===== src/rtl/dec_input_key_multi_if.sv =====
// rtl/dec_input_key_multi_if.sv - key command and decode status bundle for dec_input_key_multi
interface dec_input_key_multi_if #(
    parameter int KEY_W  = 5,
    parameter int MODE_W = 2,
    parameter int FAIL_W = 2
);
    logic [KEY_W-1:0]  InputKey;
    logic              ValidCmd;
    logic              Active;
    logic [MODE_W-1:0] Mode;
    logic              Locked;
    logic [FAIL_W-1:0] FailCnt;

    modport master (
        output InputKey, ValidCmd,
        input  Active, Mode, Locked, FailCnt
    );

    modport slave (
        input  InputKey, ValidCmd,
        output Active, Mode, Locked, FailCnt
    );
endinterface


===== src/rtl/dec_input_key_multi.sv =====
// rtl/dec_input_key_multi.sv - multi-slot key decoder with deactivation key and timed lockout
module dec_input_key_multi #(
    parameter int                         KEY_W       = 5,
    parameter int                         N_MODES     = 4,
    parameter logic [N_MODES*KEY_W-1:0]   KEYS        = {5'b10000, 5'b00101, 5'b00001, 5'b10101},
    parameter logic [KEY_W-1:0]           DEACT_KEY   = 5'b11111,
    parameter int                         MAX_FAIL    = 3,
    parameter int                         LOCK_CYCLES = 8
) (
    input logic                   Clk,
    input logic                   Reset,
    dec_input_key_multi_if.slave  bus
);
    localparam int MODE_W = (N_MODES > 1) ? $clog2(N_MODES) : 1;
    localparam int FAIL_W = $clog2(MAX_FAIL + 1);
    localparam int LOCK_W = (LOCK_CYCLES > 1) ? $clog2(LOCK_CYCLES) : 1;

    typedef enum logic [1:0] {
        S_IDLE,
        S_ACTIVE,
        S_LOCKED
    } state_t;

    state_t            state;
    logic              active_q;
    logic              locked_q;
    logic [MODE_W-1:0] mode_q;
    logic [FAIL_W-1:0] fail_q;
    logic [LOCK_W-1:0] lock_cnt;

    logic              hit;
    logic [MODE_W-1:0] hit_idx;
    logic [FAIL_W-1:0] fail_inc;

    // Scan from the top slot down so the lowest matching index is the one left standing.
    always_comb begin
        hit     = 1'b0;
        hit_idx = '0;
        for (int i = N_MODES - 1; i >= 0; i--) begin
            if (bus.InputKey == KEYS[i*KEY_W +: KEY_W]) begin
                hit     = 1'b1;
                hit_idx = MODE_W'(i);
            end
        end
    end

    // In IDLE the count is always below MAX_FAIL, so the increment cannot overflow FAIL_W.
    assign fail_inc = fail_q + 1'b1;

    always_ff @(posedge Clk or posedge Reset) begin
        if (Reset) begin
            state    <= S_IDLE;
            active_q <= 1'b0;
            locked_q <= 1'b0;
            mode_q   <= '0;
            fail_q   <= '0;
            lock_cnt <= '0;
        end else begin
            unique case (state)
                S_IDLE: begin
                    if (bus.ValidCmd) begin
                        if (hit) begin
                            state    <= S_ACTIVE;
                            active_q <= 1'b1;
                            mode_q   <= hit_idx;
                            fail_q   <= '0;
                        end else if (fail_inc == FAIL_W'(MAX_FAIL)) begin
                            state    <= S_LOCKED;
                            locked_q <= 1'b1;
                            lock_cnt <= LOCK_W'(LOCK_CYCLES - 1);
                            fail_q   <= FAIL_W'(MAX_FAIL);
                        end else begin
                            fail_q   <= fail_inc;
                        end
                    end
                end
                S_ACTIVE: begin
                    if (bus.ValidCmd) begin
                        if (bus.InputKey == DEACT_KEY) begin
                            state    <= S_IDLE;
                            active_q <= 1'b0;
                            mode_q   <= '0;
                        end else if (hit) begin
                            mode_q   <= hit_idx;
                        end
                    end
                end
                S_LOCKED: begin
                    if (lock_cnt == '0) begin
                        state    <= S_IDLE;
                        locked_q <= 1'b0;
                        fail_q   <= '0;
                    end else begin
                        lock_cnt <= lock_cnt - 1'b1;
                    end
                end
                default: begin
                    state    <= S_IDLE;
                    active_q <= 1'b0;
                    locked_q <= 1'b0;
                    mode_q   <= '0;
                    fail_q   <= '0;
                    lock_cnt <= '0;
                end
            endcase
        end
    end

    assign bus.Active  = active_q;
    assign bus.Locked  = locked_q;
    assign bus.Mode    = mode_q;
    assign bus.FailCnt = fail_q;
endmodule


===== src/flat_wrapper.sv =====
// flat-port wrapper written by rule: the top's interface ports become plain ports
module dec_input_key_multi_flat 
#(
    parameter int                         KEY_W       = 5,
    parameter int                         N_MODES     = 4,
    parameter logic [N_MODES*KEY_W-1:0]   KEYS        = {5'b10000, 5'b00101, 5'b00001, 5'b10101},
    parameter logic [KEY_W-1:0]           DEACT_KEY   = 5'b11111,
    parameter int                         MAX_FAIL    = 3,
    parameter int                         LOCK_CYCLES = 8
)
  (Clk, Reset, bus_InputKey, bus_ValidCmd, bus_Active, bus_Mode, bus_Locked, bus_FailCnt);
  dec_input_key_multi_if #(.KEY_W(KEY_W), .MODE_W(2), .FAIL_W(2)) bus_i ();
  input logic Clk;
  input logic Reset;
  input wire logic [$bits(bus_i.InputKey)-1:0] bus_InputKey;
  input wire logic [$bits(bus_i.ValidCmd)-1:0] bus_ValidCmd;
  output wire logic [$bits(bus_i.Active)-1:0] bus_Active;
  output wire logic [$bits(bus_i.Mode)-1:0] bus_Mode;
  output wire logic [$bits(bus_i.Locked)-1:0] bus_Locked;
  output wire logic [$bits(bus_i.FailCnt)-1:0] bus_FailCnt;
  assign bus_i.InputKey = bus_InputKey;
  assign bus_i.ValidCmd = bus_ValidCmd;
  assign bus_Active = bus_i.Active;
  assign bus_Mode = bus_i.Mode;
  assign bus_Locked = bus_i.Locked;
  assign bus_FailCnt = bus_i.FailCnt;
  dec_input_key_multi #(.KEY_W(KEY_W), .N_MODES(N_MODES), .KEYS(KEYS), .DEACT_KEY(DEACT_KEY), .MAX_FAIL(MAX_FAIL), .LOCK_CYCLES(LOCK_CYCLES)) u_core (.Clk(Clk), .Reset(Reset), .bus(bus_i));
endmodule

===== config.mk =====
export PLATFORM = sky130hd
export DESIGN_NAME = dec_input_key_multi_flat
export DESIGN_NICKNAME = d
export VERILOG_FILES = /design/src/rtl/dec_input_key_multi_if.sv /design/src/rtl/dec_input_key_multi.sv /design/src/flat_wrapper.sv
export SDC_FILE = /design/constraint.sdc
export NUM_CORES = 1
export LEC_CHECK = 0
export ABC_CLOCK_PERIOD_IN_PS = 1290
export BUFFER_PORTS_ARGS = -buffer_cell sky130_fd_sc_hd__buf_2
export CAP_MARGIN = 30
export CELL_PAD_IN_SITES_DETAIL_PLACEMENT = 0
export CELL_PAD_IN_SITES_GLOBAL_PLACEMENT = 1
export CORE_AREA = 4 4 51 53
export CTS_CLUSTER_SIZE = 28
export DETAILED_ROUTE_END_ITERATION = 6
export DIE_AREA = 0 0 55 57
export PLACE_DENSITY_LB_ADDON = 0.1
export SLEW_MARGIN = 20
export SYNTH_ARGS = -nofsm -noshare
export SYNTH_HDL_FRONTEND = slang
export SYNTH_SLANG_ARGS = --single-unit

===== constraint.sdc =====
create_clock -name Clk -period 1.29 [get_ports Clk]
set_clock_uncertainty 0.05 [all_clocks]
set_input_delay 0.258 -clock Clk [delete_from_list [all_inputs] [get_ports Clk]]
set_output_delay 0.258 -clock Clk [all_outputs]
set_load 0.02 [all_outputs]

==> metrics.md <==
| Metric | Value |
|---|---|
| Post-synth net total | `92` |
| Startpoint types | `flip-flop` |
| Worst setup margin | `-0.0308 ns` |
| Layout Utilization | `50.2%` |
| Mapped Area | `709 µm²` |
| Antenna Cells | `0` |
| Max_slew headroom | `70.1%` |
| Initial Util | `33.0%` |
| Die span in y | `57 µm` |
| Most common cell after layout, fill and taps aside | `buf_4` |
| Initial antenna violation count | `0` |
| VDD IR max | `930 µV` |
| Most frequent cells in the layout | `buf_4 (22), buf_2 (13), dfrtp_1 (10), nand2_1 (7)` |
| Fmax | `757 MHz` |
| Register area share after synthesis | `38.8%` |
| Largest family of logic cells by synthesized area | `simple AND/OR/NAND/NOR gates` |
| Synth-to-Final Area Change | `52.0%` |
| CTS sink count | `11` |
| Synth Warn # | `0` |
| Max cap viols | `0` |
| Layout cells sized above 1 | `45.4%` |
| Via count | `702` |
| Cells after Synth | `81` |
| Pre-Repair DR Iteration Count | `2` |
| CTS H-tree lvls | `1` |
| Slew Limit Fails | `0` |
| Number of I/O pins | `14` |
| CTS tree | `yes` |
| Post-synthesis compound-gate area fraction | `20.8%` |
| Status | `finished with violations` |
| Layout net count | `131` |
| Worst R2R End | `u_core.bus.Mode[1]$_DFFE_PP0P_` |
| Synth Area in Adders | `5.29%` |
| Post-synthesis cell type count | `31` |
| Fin area | `1080 µm²` |
| Worst reg2reg path depth | `4` |
| Yosys reg bits | `11` |
| RSZ-0062 raised after global routing | `true` |
| Final Hold Viols | `0` |
| Multiplexer share of the synthesized area | `0%` |
| Pleak | `0.512 nW` |
| DIE AREA | `3140 µm²` |
| Avg WL per Cell | `12.6 µm` |
| Critical path arrival | `1.47 ns` |
| Cell Pwr Density | `1960 nW/µm²` |
| Number of global-route vias before repair | `725` |
| Fin crit share | `102%` |
| Largest net degree at the start of global routing | `12` |
| First-pass GRT wire length | `3060 µm` |
| Post-DP Area | `957 µm²` |
| Die Span X | `55 µm` |
| Non-Filler Instances | `147` |
| Req. time, crit path | `1.44 ns` |
| Worst hold path class | `input pin to flip-flop` |
| Hpwl dp | `1330 µm` |
| Final setup vio count | `3` |
| Avg Cell Area, Syn | `8.76 µm²` |
| Pre-CTS WS | `-0.152 ns` |
| Total wire length | `1850 µm` |
| CTS Buf Count | `3` |
| # placed instances | `139` |
| Layout filler cell count | `217` |
| R2R Path Start | `u_core.state[1]$_DFFE_PP0P_` |
| Crit Path Class | `flip-flop to flip-flop` |
| Worst slew pin tran | `0.447 ns` |
| DR vias/cell | `4.78` |
| Post-Synth XOR/XNOR Area | `2.47%` |
| Port bufs | `13` |
| Worst skew pair latency | `0.27 ns` |
| Post-layout min period | `1.32 ns` |
| Final TNS setup | `-0.0484 ns` |
| Tot GR Track Use | `13.8%` |
| CP Capture Type | `flip-flop` |
| DRC violations left | `0` |
| Reg-to-reg slack, setup | `-0.03 ns` |
| Hold Startpoint | `bus_InputKey[1]` |
| Grt ovf | `0` |
| Failing checks | `setup timing` |
| Final GP Congestion | `0.727` |
| Rows | `17` |
| Clk Tree Root Cell | `clkbuf_4` |
| Hold Path Sink | `u_core.bus.Mode[1]$_DFFE_PP0P_` |
| Clk slew on worst S/H paths | `0.07 ns` |
| Initial DRC count | `8` |
| Core Area | `2150 µm²` |
| Worst Path Max Fanout | `4` |
| Final ANT Viol Nets | `0` |
| CP Launch Point | `u_core.state[1]$_DFFE_PP0P_` |
| Hold Crit Depth | `3` |
| CTS max path bufs | `2` |
| Simple-gate area share of the yosys netlist | `27.9%` |
what timing repair did:
item                                    in CTS  in global routing
setup buffers                                3                  2
resized for setup                           11                  7
cloned                                       0                  0
endpoints found under the hold margin       11                  0
hold buffers                                 1                  0
pin swaps                                    1                  3
endpoints found under the setup margin       7                 10
Yosys cell counts (all sizes together):
library cell	n	area, µm²
nand2	7	26.3
o221ai	2	17.5
o31ai	1	7.51
or3b	1	8.76
nor4b	1	8.76
xnor2	1	8.76
nand4	1	6.26
or4	1	7.51
nand3	3	15.0
ha	3	37.5
nor2b	3	18.8
o21ai	5	25.0
a31oi	2	12.5
dfrtp	11	275
nor3	2	10.0
nand3b	2	15.0
clkbuf	2	7.51
and3	2	12.5
nor2	3	11.3
a2bb2oi	1	8.76
a21oi	7	35.0
and2b	1	7.51
nand2b	5	31.3
xor2	1	8.76
a41oi	1	8.76
inv	7	26.3
o311ai	2	25.0
nand4bb	1	11.3
o211ai	1	7.51
nor3b	1	7.51
how the worst max path moves through the flow:
stage / end / slack (ns) / cells after the start
after floorplan: u_core.bus.Mode[1]$_DFFE_PP0P_ / -0.02 / 4
after CTS: u_core.bus.Mode[1]$_DFFE_PP0P_ / -0.02 / 4
final: u_core.bus.Mode[1]$_DFFE_PP0P_ / -0.03 / 4
after global placement: u_core.bus.Mode[1]$_DFFE_PP0P_ / -0.14 / 5
after global routing: u_core.bus.Mode[1]$_DFFE_PP0P_ / -0.06 / 4
after detailed placement: u_core.bus.FailCnt[0]$_DFFE_PP0P_ / -0.15 / 6
worst max-delay path: stages, from the launching register on:
cell     delay, ns
dfrtp_1       0.43
nor2b_4       0.18
a21oi_2       0.06
or4_4         0.42
a21oi_2       0.12
area by class of cell:
cell class | instances | area (µm²) | area share, %
clock buffers | 4 | 26.3 | 2.44
inverters | 7 | 26.3 | 2.44
multi-input cells | 61 | 474 | 44.0
flip-flops and latches | 11 | 277 | 25.6
well taps | 28 | 35.0 | 3.25
repair buffers | 36 | 240 | 22.3
registers in the layout (all words and copies together), names as in the netlist:
name and flops:
u_core.state 2, u_core.bus.Active 1, u_core.bus.Mode 2, u_core.lock_cnt 3
u_core.bus.Locked 1, u_core.bus.FailCnt 2
through the flow:
step / power [W] / hold WS, ns
2_1_floorplan: 0.00125 / 0.0604
3_3_place_gp: 0.00167 / 0.235
3_5_place_dp: 0.00167 / 0.234
4_1_cts: 0.00205 / 0.311
5_1_grt: 0.00231 / 0.343
6_report: 0.00211 / 0.345
where the power goes:
group	switching [W]	internal (W)	leakage, nW
sequential	0.000148	0.000497	0.132
combinational	0.000583	0.000648	0.365
clock	0.000117	0.000120	0.0150
logic make-up after synthesis:
kind of cell,Yosys count
AOI/OAI and AO/OA,22
adders and majority gates,3
and+or+nand+nor,34
xor gates and xnor gates,2
buffers and inverters,9
DFF,11
layer usage:
metal / vias to the layer above / track usage (%) / share of wire (%)
met5: - / 0 / 0
met1: 315 / 15.5 / 45
met4: 0 / 6.60 / 1.8
li1: 371 / - / -
met2: 12 / 22.3 / 49
met3: 4 / 5.22 / 3.8
No activity file was read; power rests on OpenSTA's default activity.
